File: src/rtl/branch_predictor_pkg.sv
// rtl/branch_predictor_pkg.sv - shared sizes and counter encodings for the branch predictor
package branch_predictor_pkg;

  localparam int BP_ADDR_WIDTH = 16;
  localparam int BP_ENTRIES    = 16;
  localparam int BP_IDX_BITS   = 4;

  localparam logic [1:0] BP_CTR_SNT = 2'b00;
  localparam logic [1:0] BP_CTR_WNT = 2'b01;
  localparam logic [1:0] BP_CTR_WT  = 2'b10;
  localparam logic [1:0] BP_CTR_ST  = 2'b11;

endpackage

File: src/rtl/sat_counter2.sv
// rtl/sat_counter2.sv - 2-bit saturating counter next-state function
module sat_counter2
  import branch_predictor_pkg::*;
(
  input  logic [1:0] cur_i,
  input  logic       taken_i,
  output logic [1:0] next_o
);

  always_comb begin
    next_o = cur_i;
    if (taken_i) begin
      if (cur_i != BP_CTR_ST) next_o = cur_i + 2'd1;
    end else begin
      if (cur_i != BP_CTR_SNT) next_o = cur_i - 2'd1;
    end
  end

endmodule

File: src/rtl/branch_predictor.sv
// rtl/branch_predictor.sv - direct-mapped BTB with 2-bit counters and resolve statistics
module branch_predictor
  import branch_predictor_pkg::*;
#(
  parameter int ADDR_WIDTH = BP_ADDR_WIDTH,
  parameter int ENTRIES    = BP_ENTRIES,
  parameter int IDX_BITS   = BP_IDX_BITS
) (
  input  logic                  clk,
  input  logic                  reset,
  input  logic [ADDR_WIDTH-1:0] lookup_pc,
  output logic                  take_branch,
  output logic [ADDR_WIDTH-1:0] branch_predict,
  output logic                  predict_hit,
  input  logic                  update_valid,
  input  logic [ADDR_WIDTH-1:0] update_pc,
  input  logic                  update_taken,
  input  logic [ADDR_WIDTH-1:0] update_target,
  input  logic                  update_mispredict,
  output logic [31:0]           branch_count,
  output logic [31:0]           mispredict_count
);

  localparam int TAG_BITS = ADDR_WIDTH - IDX_BITS - 1;

  logic                  valid_q  [ENTRIES];
  logic [TAG_BITS-1:0]   tag_q    [ENTRIES];
  logic [ADDR_WIDTH-1:0] target_q [ENTRIES];
  logic [1:0]            ctr_q    [ENTRIES];

  logic [31:0] branch_count_q, branch_count_d;
  logic [31:0] mispredict_count_q, mispredict_count_d;

  logic [IDX_BITS-1:0] lk_idx, up_idx;
  logic [TAG_BITS-1:0] lk_tag, up_tag;
  logic                up_hit;
  logic [1:0]          up_ctr_next;
  logic                unused_pc_lsb;

  // PCs are halfword aligned, so bit 0 never selects anything
  assign unused_pc_lsb = lookup_pc[0] ^ update_pc[0];

  assign lk_idx = lookup_pc[IDX_BITS:1];
  assign lk_tag = lookup_pc[ADDR_WIDTH-1:IDX_BITS+1];
  assign up_idx = update_pc[IDX_BITS:1];
  assign up_tag = update_pc[ADDR_WIDTH-1:IDX_BITS+1];

  // Lookup reads registered state only: an update this cycle shows up next cycle
  assign predict_hit    = valid_q[lk_idx] && (tag_q[lk_idx] == lk_tag);
  assign take_branch    = predict_hit && ctr_q[lk_idx][1];
  assign branch_predict = predict_hit ? target_q[lk_idx] : '0;

  assign up_hit = valid_q[up_idx] && (tag_q[up_idx] == up_tag);

  sat_counter2 u_sat_counter2 (
    .cur_i   (ctr_q[up_idx]),
    .taken_i (update_taken),
    .next_o  (up_ctr_next)
  );

  assign branch_count_d     = branch_count_q + 32'(update_valid);
  assign mispredict_count_d = mispredict_count_q + 32'(update_valid && update_mispredict);

  always_ff @(posedge clk or negedge reset) begin
    if (!reset) begin
      for (int i = 0; i < ENTRIES; i++) begin
        valid_q[i]  <= 1'b0;
        tag_q[i]    <= '0;
        target_q[i] <= '0;
        ctr_q[i]    <= BP_CTR_WNT;
      end
      branch_count_q     <= '0;
      mispredict_count_q <= '0;
    end else begin
      branch_count_q     <= branch_count_d;
      mispredict_count_q <= mispredict_count_d;
      if (update_valid) begin
        if (up_hit) begin
          ctr_q[up_idx] <= up_ctr_next;
          if (update_taken) target_q[up_idx] <= update_target;
        end else if (update_taken) begin
          // Miss on a taken branch replaces whatever aliased entry lives here
          valid_q[up_idx]  <= 1'b1;
          tag_q[up_idx]    <= up_tag;
          target_q[up_idx] <= update_target;
          ctr_q[up_idx]    <= BP_CTR_WT;
        end
      end
    end
  end

  assign branch_count     = branch_count_q;
  assign mispredict_count = mispredict_count_q;

endmodule

File: config.mk
export PLATFORM = sky130hd
export DESIGN_NAME = branch_predictor
export DESIGN_NICKNAME = d
export VERILOG_FILES = /design/src/rtl/branch_predictor_pkg.sv /design/src/rtl/sat_counter2.sv /design/src/rtl/branch_predictor.sv
export SDC_FILE = /design/constraint.sdc
export NUM_CORES = 1
export LEC_CHECK = 0
export BUFFER_PORTS_ARGS = -buffer_cell sky130_fd_sc_hd__buf_2
export CAP_MARGIN = 40
export CORE_ASPECT_RATIO = 1.2
export CORE_MARGIN = 5
export CORE_UTILIZATION = 63
export DETAILED_ROUTE_END_ITERATION = 7
export PLACE_DENSITY = 0.82
export SYNTH_ARGS = -nofsm -noshare
export SYNTH_HDL_FRONTEND = slang
export SYNTH_HIERARCHICAL = 1
export SYNTH_SLANG_ARGS = --single-unit
File: constraint.sdc
create_clock -name clk -period 8.3 [get_ports clk]
set_input_delay 1.245 -clock clk [delete_from_list [all_inputs] [get_ports clk]]
set_output_delay 1.245 -clock clk [all_outputs]
set_load 0.02 [all_outputs]
==> results.txt <==
- CTS H-tree depth: 2
* Clock edge transition at the registers on the reported setup and hold paths: 0.06 ns
- Count of input and output buffers: 132
- The die covers 47,600 um2.
- Critical Path Max Stage Delay: 0.54 ns
- Area of the placeable core: 42,800 um2
- The synthesized netlist devotes 5.86% of its cell area to simple gates.
- Top cell type's share of synthesized area: 48.4%
- GR peak layer: met2
- The max-slew violation count is 0.
- Post-Synthesis Net Count: 1,911
- The commonest cells after synthesis are sky130_fd_sc_hd__dfrtp_1 (528), sky130_fd_sc_hd__mux2_2 (438), sky130_fd_sc_hd__mux4_2 (205), sky130_fd_sc_hd__clkbuf_1 (73), sky130_fd_sc_hd__nor2_1 (65).
* Reg2reg path depth: 10
- Total wire length after detailed routing: 65.6 mm
- Maximum Capacitance Violations: 0
* Via count of the first global-routing pass: 17,929
* Combinational family with the most area after synthesis: multiplexers
- Of all cell types, the one taking the most synthesized area is sky130_fd_sc_hd__dfrtp_1.
- Derived from the worst setup path, the maximum achievable clock frequency is 174 MHz.
- Share of layout cells above drive strength 1: 47.6%
- Top cells by area, synth: sky130_fd_sc_hd__dfrtp_1 (48%), sky130_fd_sc_hd__mux2_2 (18%), sky130_fd_sc_hd__mux4_2 (17%), sky130_fd_sc_hd__xnor2_1 (1.7%), sky130_fd_sc_hd__dfstp_2 (1.5%)
* Total of fill cells in the finished design: 2,705
* Routing usage on met3: 3.94%
- Post-route clock skew: 0.0254 ns
- For this run, the total global-route usage over all layers was measured as 27.9%.
- From left edge to right edge, the die measures 200 um.
- Count of flip-flops with a built-in enable after synthesis: 0
- Multiplexer cells account for 36.8% of the synthesized area.
* Worst slew margin relative to its limit: 28.5%
* Xor/xnor cell area share of the yosys netlist: 2.70%
- Top-level port count: 135
- In this run the deepest clock path goes through 3 buffers.
* Sequential share of the synthesized area: 50.0%
- The first TritonRoute pass finished after 7 iterations.
- Count of mapped cells out of synthesis: 1,854
- Post-detailed-route DRC marker count: 0
- The worst setup path is of the in2out kind.
- Post-route ant nets: 0
- The worst register-to-register path ends at tag_q[132].
* Clock tree from TritonCTS: built
- Synthesized cell area: 27,300 um2
- Transition at the pin with the smallest max-transition slack: 1.07 ns
- The total overflow left after global routing is 0.
* Number of vias in the routed layout: 16,793
- Detailed placement finished with a half-perimeter wire length of 40.2 mm.
- STA classifies the critical path endpoint as an output pin.
- Global-route wire length before repair: 103 mm
- Counting every sink on the clock net gives 544.
- In the synthesized netlist the dominant register cell turns out to be sky130_fd_sc_hd__dfrtp_1.
- Crit-path leading delay family: buffers and inverters
- Timing analysis after detailed placement gives a worst setup slack of 2.55 ns.
- Endpoints failing setup: 0
- Post-cts hold buffer count: 0
- Setup slack closes at 2.56 ns.
- Met2 demand-to-capacity share in global routing: 46.0%
- Area Overhead vs Synth: 10.6%
- The worst register-to-register path begins at tag_q[65].
- For the worst setup path, the data required time is 7.05 ns.
* Y dimension of the die: 238 um
- Effective utilization at floorplan: 63.8%
* Time the final worst path needs with I/O delays and setup: 5.74 ns
- Number of antenna violations at the first check in global routing: 5
- For hold timing, the worst endpoint is mispredict_count[31].
- Yosys cell types: 53
* Min Hold Slack: 0.469 ns
* Initial drt markers: 1,402
- Area share of fa/ha/maj cells after synthesis: 0.266%
- Data on the critical path arrives at its endpoint at 4.50 ns.
- Worst ir drop on vdd: 0.219 mV
- Setup repair after global routing left no endpoint under its margin.
- After clock tree synthesis, the setup repair step added 0 buffers.
- The number of gates resized after CTS was 0.
* Fraction of the mapped netlist area in compound gates: 1.52%
* Leakage: 0.0134 uW
- Dividing the detail-routed via count by the number of cells gives 6.66.
- Final GP Congestion: 0.836
- For flop-to-flop paths, the worst setup slack is 4.49 ns.
* Detailed-route wire length per cell: 26.0 um
- Dividing total power by cell area gives a power density of 234 nW/um2.
- Counting both buffers and inverters, the worst setup path holds a total of 4.
* Met1 track utilization from global routing: 37.5%
* Synthesis warning total: 6
* Largest fanout on the critical path: 40
- Origin of the worst min-delay path: mispredict_count[31]
* Final number of hold-violating endpoints: 0
- Count leader, synth: sky130_fd_sc_hd__dfrtp_1
* Cell at the root of the clock tree: sky130_fd_sc_hd__clkbuf_16
- Synthesized area per cell: 14.7 um2
- Number of cell rows: 83
- Among all stages on the critical path, the largest delay is contributed by sky130_fd_sc_hd__mux4_2.
- For the worst-skew pair, the clock arrives at the later sink with an insertion delay of 0.62 ns.
- Crit path cell chain: clkbuf_8 > buf_16 > mux4_2 > mux4_2 > xnor2_1 > nand4_1 > or3_1 > buf_16 > nor2b_1 > buf_2
* Hold depth: 1
- After the last flow step, the layout net total stands at 1,988.
- In the synthesized netlist the async set-or-reset flop fraction comes to 100%.
- Clock buffers created by TritonCTS: 53
- Final critical-path share of the clock period: 69.2%
- Utilization after layout: 70.5%
- Flip-flop and latch count after synthesis: 544
- Largest net degree at the start of global routing: 192
- Result of the run: completed
- The min-delay analysis places its worst path in the category reg2reg.
- Final setup TNS: 0 ns
* Worst Setup Start Kind: input pin
==> per-stage QoR <==
step	area [um2]	power, uW	cells
6_report	30200	7070	2523
5_1_grt	30200	7350	2522
4_1_cts	30200	7110	2520
3_5_place_dp	28500	4760	2428
3_3_place_gp	28200	4650	2410
2_1_floorplan	27300	4360	1854
==> per-layer routing <==
layer  vias up  part of all wire [%]
met1      8892                    39
li1       7054                     -
met4         2                   4.6
met5         -                 0.020
met3       192                   5.7
met2       653                    51
==> how the worst max path moves through the flow <==
stage | from | to | slack [ns] | cells past startpoint
2_1_floorplan | lookup_pc[2] | branch_predict[10] | 3.09 | 10
3_3_place_gp | lookup_pc[1] | branch_predict[0] | 2.32 | 8
3_5_place_dp | update_pc[2] | tag_q[126] | 2.55 | 11
4_1_cts | lookup_pc[1] | branch_predict[4] | 2.54 | 10
5_1_grt | lookup_pc[1] | branch_predict[4] | 2.43 | 10
6_report | lookup_pc[1] | branch_predict[4] | 2.56 | 10
==> cells by family (layout without fill, tap and decap cells) <==
group	count (synthesis)	after routing
AOI/OAI and AO/OA	63	63
xor gates and xnor gates	84	84
adders and majority gates	6	6
buffers and inverters	161	275
DFF	544	544
muxes	690	690
other	0	3
and+or+nand+nor	306	306
==> cells in the final DEF, fill, tap and decap left out, drive strengths merged, types with 9 or more instances in the layout <==
cell and instances:
clkbuf 82, o211ai 13, and3 12, nor3 18, nand3b 13, o21ai 13, mux4 205, nand3 41
buf 175, dfstp 16, nor2 65, xnor2 54, nor2b 27, xor2 30, a21oi 15, mux2i 37
nand2b 29, nand4 14, nand2 60, and2 9, mux2 448, inv 10, dfrtp 528
==> registers in the layout, indices dropped and copies added, names as in the netlist <==
| register | cells |
|---|---|
| branch_count | 32 |
| ctr_q | 32 |
| mispredict_count | 32 |
| tag_q | 176 |
| target_q | 256 |
| valid_q | 16 |
==> power by group <==
| part | switching [uW] | leakage, uW | total [uW] | internal, uW |
|---|---|---|---|---|
| clock network | 1010 | 0.000821 | 2330 | 1320 |
| registers | 314 | 0.00696 | 3430 | 3120 |
| logic | 524 | 0.00564 | 1300 | 776 |
==> layout make-up <==
type,instances,area (um2),share of cell area (%)
Tap cell,552,691,2.29
Clock inverter,11,105,0.348
Sequential cell,544,13600,45.2
Inverter,7,26.3,0.0871
Antenna cell,3,7.51,0.0249
Clock buffer,81,1560,5.17
Timing Repair Buffer,176,1260,4.16
Multi-Input combinational cell,1149,12900,42.7
No activity file was read; power rests on OpenSTA's default activity.
